### config.mk
export PLATFORM = sky130hd
export DESIGN_NAME = instr_dec_stage
export DESIGN_NICKNAME = d
export VERILOG_FILES = /design/src/rtl/cpu_pkg.sv /design/src/rtl/reg_scoreboard.sv /design/src/rtl/instr_dec_stage.sv
export SDC_FILE = /design/constraint.sdc
export NUM_CORES = 1
export LEC_CHECK = 0
export CORE_MARGIN = 5
export CORE_UTILIZATION = 65
export DETAILED_ROUTE_END_ITERATION = 10
export DONT_BUFFER_PORTS = 1
export GPL_TIMING_DRIVEN = 0
export PLACE_DENSITY_LB_ADDON = 0.25
export SKIP_CTS_REPAIR_TIMING = 1
export SLEW_MARGIN = 25
export SYNTH_ARGS = -nofsm -noshare
export SYNTH_HDL_FRONTEND = slang
export SYNTH_SLANG_ARGS = --single-unit
### constraint.sdc
create_clock -name clk -period 6.9 [get_ports clk]
set_clock_uncertainty 0.05 [all_clocks]
set_input_delay 1.38 -clock clk [delete_from_list [all_inputs] [get_ports clk]]
set_output_delay 1.38 -clock clk [all_outputs]
set_load 0.005 [all_outputs]
### src/rtl/cpu_pkg.sv
// Shared CPU definitions: instruction field positions, control word and decoder.
package cpu_pkg;

    localparam int unsigned CPU_REG_AW = 3;
    localparam int unsigned INSTR_W    = 7 + 3 * CPU_REG_AW;
    localparam int unsigned TOP        = INSTR_W - 1;
    localparam int unsigned OP_LSB     = TOP - 6;
    localparam int unsigned RD_LSB     = 2 * CPU_REG_AW;
    localparam int unsigned RSA_LSB    = CPU_REG_AW;

    typedef struct packed {
        logic                  mb;
        logic                  rw;
        logic                  md;
        logic                  mw;
        logic                  pl;
        logic                  jb;
        logic                  bc;
        logic [3:0]            op_select;
        logic [CPU_REG_AW-1:0] rd;
        logic [CPU_REG_AW-1:0] rsa;
        logic [CPU_REG_AW-1:0] rsb;
    } ctrl_t;

    // Raw instruction to datapath/PC control word.
    function automatic ctrl_t decode_instr(input logic [INSTR_W-1:0] i);
        ctrl_t c;
        c              = '0;
        c.mb           = i[TOP];
        c.rw           = ~i[TOP-1];
        c.md           = i[TOP-2];
        c.mw           = ~i[TOP] & i[TOP-1];
        c.op_select    = i[TOP-3 -: 4];
        // Jump/branch words reuse the low op bit as the branch condition.
        c.op_select[0] = i[OP_LSB] & ~(i[TOP] & i[TOP-1]);
        c.pl           = i[TOP] & i[TOP-1];
        c.jb           = i[TOP-2];
        c.bc           = i[OP_LSB];
        c.rd           = i[RD_LSB  +: CPU_REG_AW];
        c.rsa          = i[RSA_LSB +: CPU_REG_AW];
        c.rsb          = i[0       +: CPU_REG_AW];
        return c;
    endfunction

    // A load writes the register file from memory.
    function automatic logic is_load(input ctrl_t c);
        return c.rw & c.md;
    endfunction

endpackage

### src/rtl/reg_scoreboard.sv
// Per-register pending-load scoreboard with same-cycle writeback bypass.
module reg_scoreboard #(
    parameter int unsigned REG_AW = 3
) (
    input  logic                   clk,
    input  logic                   rst_n,
    input  logic                   set_en,
    input  logic [REG_AW-1:0]      set_rd,
    input  logic                   clr_en,
    input  logic [REG_AW-1:0]      clr_rd,
    output logic [(2**REG_AW)-1:0] eff_c,
    output logic                   busy
);

    localparam int unsigned NREG = 2 ** REG_AW;

    logic [NREG-1:0] sb_q;
    logic [NREG-1:0] sb_d;
    logic [NREG-1:0] clr_mask;
    logic [NREG-1:0] set_mask;

    // Clear first, then set, so a same-cycle set on the same bit wins.
    always_comb begin
        clr_mask = '0;
        set_mask = '0;
        if (clr_en) clr_mask = NREG'(1) << clr_rd;
        if (set_en) set_mask = NREG'(1) << set_rd;
        eff_c = sb_q & ~clr_mask;
        sb_d  = eff_c | set_mask;
    end

    // Scoreboard bits and registered busy flag.
    always_ff @(posedge clk or negedge rst_n) begin
        if (!rst_n) begin
            sb_q <= '0;
            busy <= 1'b0;
        end else begin
            sb_q <= sb_d;
            busy <= |sb_d;
        end
    end

endmodule

### src/rtl/instr_dec_stage.sv
// Registered decode stage with valid/ready flow control and load-hazard stalls.
module instr_dec_stage
    import cpu_pkg::*;
#(
    parameter int unsigned REG_AW = CPU_REG_AW
) (
    input  logic                    clk,
    input  logic                    rst_n,
    input  logic                    in_valid,
    output logic                    in_ready,
    input  logic [7+3*REG_AW-1:0]   in_instr,
    input  logic                    flush,
    input  logic                    wb_valid,
    input  logic [REG_AW-1:0]       wb_rd,
    output logic                    out_valid,
    input  logic                    out_ready,
    output logic                    out_mb,
    output logic                    out_rw,
    output logic                    out_md,
    output logic                    out_mw,
    output logic                    out_pl,
    output logic                    out_jb,
    output logic                    out_bc,
    output logic [3:0]              out_op_select,
    output logic [REG_AW-1:0]       out_rd,
    output logic [REG_AW-1:0]       out_rsa,
    output logic [REG_AW-1:0]       out_rsb,
    output logic                    busy
);

    localparam int unsigned NREG = 2 ** REG_AW;

    ctrl_t           dec_c;
    ctrl_t           ctrl_q;
    logic            out_valid_q;
    logic [NREG-1:0] sb_eff_c;
    logic            xfer_c;
    logic            accept_c;
    logic            held_block_c;
    logic            hazard_c;

    assign dec_c        = decode_instr(in_instr);
    assign xfer_c       = out_valid_q & out_ready;
    assign held_block_c = out_valid_q & ~out_ready & is_load(ctrl_q);

    // RAW/WAW check against pending loads and a stalled load in the output register.
    always_comb begin
        hazard_c = sb_eff_c[dec_c.rsa]
                 | (~dec_c.mb & sb_eff_c[dec_c.rsb])
                 | (dec_c.rw & sb_eff_c[dec_c.rd]);
        if (held_block_c) begin
            hazard_c = hazard_c
                     | (dec_c.rsa == ctrl_q.rd)
                     | (~dec_c.mb & (dec_c.rsb == ctrl_q.rd))
                     | (dec_c.rw & (dec_c.rd == ctrl_q.rd));
        end
    end

    assign in_ready = ~flush & ~hazard_c & (~out_valid_q | out_ready);
    assign accept_c = in_valid & in_ready;

    // Output register: load on accept, drain on handshake or flush.
    always_ff @(posedge clk or negedge rst_n) begin
        if (!rst_n) begin
            ctrl_q      <= '0;
            out_valid_q <= 1'b0;
        end else if (accept_c) begin
            ctrl_q      <= dec_c;
            out_valid_q <= 1'b1;
        end else if (xfer_c | flush) begin
            out_valid_q <= 1'b0;
        end
    end

    reg_scoreboard #(
        .REG_AW (REG_AW)
    ) u_sb (
        .clk    (clk),
        .rst_n  (rst_n),
        .set_en (xfer_c & is_load(ctrl_q)),
        .set_rd (ctrl_q.rd),
        .clr_en (wb_valid),
        .clr_rd (wb_rd),
        .eff_c  (sb_eff_c),
        .busy   (busy)
    );

    assign out_valid     = out_valid_q;
    assign out_mb        = ctrl_q.mb;
    assign out_rw        = ctrl_q.rw;
    assign out_md        = ctrl_q.md;
    assign out_mw        = ctrl_q.mw;
    assign out_pl        = ctrl_q.pl;
    assign out_jb        = ctrl_q.jb;
    assign out_bc        = ctrl_q.bc;
    assign out_op_select = ctrl_q.op_select;
    assign out_rd        = ctrl_q.rd;
    assign out_rsa       = ctrl_q.rsa;
    assign out_rsb       = ctrl_q.rsb;

endmodule

=== Word level (Yosys, flattened, before mapping) ===
Cells that the tools add are included.

* Flip-flop bits (word level): 29
* Word-level logic and storage cells: 66

* Eq/ne operators: 3
* Reduce and logical (&&, ||, !) cells: 2
* $lt $le $gt $ge: 3
* Mux-type cells: 11
* Bitwise gates (word level): 32
* Shift-type cells: 2

{| class="wikitable"
|+ Operators by type and width
! operator !! number
|-
| 2-to-1 mux 8 bit || 2
|-
| << shifter 1 x 3 -> 8 bit, first input constant || 2
|-
| bitwise AND 1 bit || 15
|-
| < comparator 3 x 4 -> 1 bit, second input constant || 3
|-
| binary-select mux 1 bit (select 3 bit) || 3
|-
| == test 3 bit || 3
|-
| bitwise AND 8 bit || 1
|-
| inverter 8 bit || 1
|-
| bitwise OR 8 bit || 1
|-
| OR reduction 8 bit || 1
|-
| inverter 1 bit || 7
|-
| bitwise OR 1 bit || 7
|-
| 2-to-1 mux 1 bit || 6
|-
| nonzero test 2 bit || 1
|}

=== Logic depth before layout (Yosys ltp) ===
* Depth in word-level cells: 18
* Gate-level depth with buffers: 8
* Mapped depth without buffers: 6

=== Cells and area by module ===
A second synthesis with hierarchy kept.

* Cells, all modules: 122
* Area, all modules: 1587.8 µm²

{| class="wikitable"
|+ Modules (own cells, without submodules)
! module !! seq. area each (µm²) !! cells each !! area each (µm²) !! times used
|-
| instr_dec_stage || 500.5 || 72 || 1084.8 || 1
|-
| reg_scoreboard || 225.2 || 50 || 503.0 || 1
|}

=== Worst setup path after synthesis ===
Ideal clock, no wire load.

* Path type: input-to-output
* Start: in wb_rd[0]
* End: out in_ready
* Path slack: 2778 ps
* Arrival time: 2692 ps
* Path buffers: 0
* Cell stages on the path: 5
* Required time: 5470 ps
* Cells stage by stage: and4bb_1 nand2b_4 mux4_2 a2111oi_4 nor4_1

* Longest elaborated chain between the ends: 16
* Elaborated cells on any way between the ends: 21
* Classes of those cells: shift (1); mux (8); bitwise (12)

{| class="wikitable"
|+ RTL lines
! what !! RTL line !! RTL
|-
| start, declared || instr_dec_stage.sv:14 || <nowiki>input logic [REG_AW-1:0] wb_rd,</nowiki>
|-
| << shifter 1 x 3 -> 8 bit (*) || reg_scoreboard.sv:26 || <nowiki>if (clr_en) clr_mask = NREG'(1) << clr_rd;</nowiki>
|-
| 2-to-1 mux 8 bit (*) || reg_scoreboard.sv:26 ||
|-
| inverter 8 bit (*) || reg_scoreboard.sv:28 || <nowiki>eff_c = sb_q & ~clr_mask;</nowiki>
|-
| bitwise AND 8 bit (*) || reg_scoreboard.sv:28 ||
|-
| binary-select mux 1 bit (select 3 bit) || instr_dec_stage.sv:49 || <nowiki>| (~dec_c.mb & sb_eff_c[dec_c.rsb])</nowiki>
|-
| 2-to-1 mux 1 bit (not written as such) || instr_dec_stage.sv:49 ||
|-
| bitwise AND 1 bit || instr_dec_stage.sv:49 ||
|-
| bitwise OR 1 bit || instr_dec_stage.sv:49 ||
|-
| bitwise OR 1 bit (*) || instr_dec_stage.sv:50 || <nowiki>| (dec_c.rw & sb_eff_c[dec_c.rd]);</nowiki>
|-
| bitwise OR 1 bit || instr_dec_stage.sv:53 || <nowiki>| (dec_c.rsa == ctrl_q.rd)</nowiki>
|-
| bitwise OR 1 bit || instr_dec_stage.sv:54 || <nowiki>| (~dec_c.mb & (dec_c.rsb == ctrl_q.rd))</nowiki>
|-
| bitwise OR 1 bit || instr_dec_stage.sv:55 || <nowiki>| (dec_c.rw & (dec_c.rd == ctrl_q.rd));</nowiki>
|-
| 2-to-1 mux 1 bit (*) || instr_dec_stage.sv:51 || <nowiki>if (held_block_c) begin</nowiki>
|-
| inverter 1 bit (*) || instr_dec_stage.sv:59 || <nowiki>assign in_ready = ~flush & ~hazard_c & (~out_valid_q | out_ready);</nowiki>
|-
| bitwise AND 1 bit (*) (2 in series) || instr_dec_stage.sv:59 ||
|-
| end, declared || instr_dec_stage.sv:10 || <nowiki>output logic in_ready,</nowiki>
|}

Mark *: on every way between the ends. The rest lies on a longest branch, timed or not. The select of a mux whose other input is x is not followed.

=== Worst setup path in the final report ===
* Start: in in_instr[8]
* End: out in_ready

* Longest elaborated chain between the ends: 11
* Elaborated cells on any way between the ends: 13
* Classes of those cells: eq/ne (1); mux (3); bitwise (9)

{| class="wikitable"
|+ RTL lines
! what !! RTL line !! RTL
|-
| start, declared || instr_dec_stage.sv:11 || <nowiki>input logic [7+3*REG_AW-1:0] in_instr,</nowiki>
|-
| binary-select mux 1 bit (select 3 bit) || instr_dec_stage.sv:50 ||
|-
| 2-to-1 mux 1 bit (not written as such) || instr_dec_stage.sv:50 ||
|-
| bitwise AND 1 bit || instr_dec_stage.sv:50 ||
|-
| bitwise OR 1 bit || instr_dec_stage.sv:50 ||
|-
| bitwise OR 1 bit || instr_dec_stage.sv:53 ||
|-
| bitwise OR 1 bit || instr_dec_stage.sv:54 ||
|-
| bitwise OR 1 bit || instr_dec_stage.sv:55 ||
|-
| 2-to-1 mux 1 bit (*) || instr_dec_stage.sv:51 ||
|-
| inverter 1 bit (*) || instr_dec_stage.sv:59 ||
|-
| bitwise AND 1 bit (*) (2 in series) || instr_dec_stage.sv:59 ||
|}

Marks and branches as above.

==> metrics <==
status=completed; min cycle time layout=4230 ps; GR Util met3=0.106; grt met1 use=0.270; fmax=0.236 GHz; crit path DAT=2800 ps; Final period util=0.613; initial antenna violation count=0; Fin Setup TNS=0 ps; final-layout fill cell count=178; Max Fanout on Critical Path=9; worst slew pin tran=518 ps; CTS clk-pin slew, worst paths=80 ps; data required time of the critical path=5470 ps; Core Region=2480 sq um; FFs w/ async S/R, synth=1.00; Layout area overhead=5.50%; worst vdd ir=244 uV; Total Wirelength=3970 um; post-route cell area=1780 sq um; final count of hold timing violations=0; first-pass GRT wire length=6320 um; placed inst area=1720 sq um; max cap viols=0; Post-DRT Antenna Nets=0; router iterations before antenna repair=5; Inst Count DP=173; CTS root buffer=clkbuf_4; top_reg_cell synth=dfrtp_1; Rel. slew slack=0.649; Startpoint Class=primary input; IO Pins=48; DR DRC count=0; First DRT Iteration DRCs=104; most frequent cells in the layout=dfrtp_1 (29), mux2_4 (16), nand2_1 (13), o21ai_0 (8); Seq cells post-synth=29; RSZ-0062 raised after global routing=no; Worst Path Class, Setup=in2out; largest area contributor in the netlist=dfrtp_1; setup-violating endpoint count in the final report=0; LEAKAGE=0.000781 uW; Initial Util=0.680; GPL Wtd Cong=0.965; Multi-input gate area=881 sq um; largest net degree at the start of global routing=30; die area=3710 sq um; via count=1245; FF/Latch Area=726 sq um; Synth Area per Inst=11.8 sq um; commonest non-fill, non-tap cell in the layout=dfrtp_1; Area contributors post-synth=dfrtp_1 (43%), mux2_4 (14%), nand2_1 (2.9%), buf_12 (2.4%), o21ai_0 (2.4%); clock latency at the later pin of the worst-skew pair=330 ps; nets=175; Crit. End Element=output pin; power density over the cells=294 nW/um^2; Clock Path Buffers=2; input/output buffers=0; synthesized area=1680 sq um; GR Util met2=0.395; total grt overflow=0; most used routing layer=met2; fin. max-slew vios=0; share of cells above drive strength 1=0.220; Synth Instances=143; Synth top area share=0.431; number of CTS-inserted buffers=5; Hold WC Path Type=reg2reg; number of flops mapped to enable cells by yosys=0; Seq/Total Area, Yosys=0.431; Die Wd=60.9 um; die height=60.9 um; Ys Warns=0; vias in the first global route=1324; clock sink count=29; cell row count=18; H-tree depth=2; drt wl/cell=22.1 um; overall routing resource usage=0.240; Synth cell types=50; final cell count without fillers=180; n_diodes=0; Final HPWL DP=2980 um; via-per-instance ratio=6.92; CTS tree=yes; Syn Nets=168
## cells in the mapped netlist, types with 2 or more instances
master,instances
buf_12,2
clkbuf_1,3
a21oi_1,2
nand3b_1,4
inv_1,5
nand4_1,3
dfrtp_1,29
mux2_4,16
xnor2_1,2
o22ai_1,2
o21ai_0,8
nor2_1,2
nand2b_1,6
nand4bb_1,2
a22o_1,2
nand4b_1,2
nand3_1,6
nand2_1,13
o31ai_1,2
nor2b_1,2
## final timing paths
kind                               from   endpoint  slack [ps]  depth (start not counted)
max in group asynchronous         rst_n     out_mw        6030                          0
setup / recovery            in_instr[8]   in_ready        2670                          6
hold reg to reg                  out_mb     out_mb         500                          1
hold / removal                   out_mb     out_mb         500                          1
min in group asynchronous         rst_n  out_rd[0]         680                          0
setup reg to reg           u_sb.sb_q[6]  out_rd[1]        4600                          7
## layer usage
layer | wire (um) | share of wire | vias up
met5 | 0 | 0 | -
met4 | 112 | 0.028 | 0
met3 | 453 | 0.11 | 14
met2 | 1970 | 0.50 | 76
met1 | 1430 | 0.36 | 604
li1 | - | - | 551
## power by group
| group | internal [uW] | switching, uW |
|---|---|---|
| logic | 87.6 | 58.2 |
| clock network | 48.0 | 56.8 |
| registers | 220 | 51.6 |
| total | 356 | 167 |
## sequential cells by signal, summed over array words and instances, names as in the netlist, 3 cells and up
name and count:
out_op_select 4, out_rd 3, out_rsa 3, out_rsb 3
u_sb.sb_q 8
## metrics by stage
step	hold WS, ps	total power (uW)	worst slack, ps	util
global placement	481	410	2680	0.695
detailed placement	480	420	2690	0.695
global route	519	551	2550	0.717
floorplan	437	382	2780	-
finish	498	522	2670	0.717
CTS	504	524	2670	0.717
## worst max-delay path, cell delays in order
cell       delay [ps]
clkbuf_1          370
inv_1              80
a41o_1            240
o2bb2ai_1         200
a31oi_1           130
nor4_1            400
## cells by family (layout without fill, tap and decap cells)
| group | after synthesis | in the layout | share of synthesized area |
|---|---|---|---|
| compound gates | 29 | 29 | 0.137 |
| xor+xnor | 3 | 3 | 0.0156 |
| buf+inv | 11 | 18 | 0.0461 |
| flops | 29 | 29 | 0.431 |
| mux | 17 | 17 | 0.156 |
| simple gates | 54 | 54 | 0.215 |
## area by class of cell
| cell class | count | area share |
|---|---|---|
| Buffer | 6 | 0.0331 |
| Clock buffer | 7 | 0.0310 |
| Inverter | 5 | 0.0106 |
| Multi-Input combinational cell | 103 | 0.496 |
| Sequential cell | 29 | 0.408 |
| Tap cell | 30 | 0.0211 |
No activity file was read; power rests on OpenSTA's default activity.
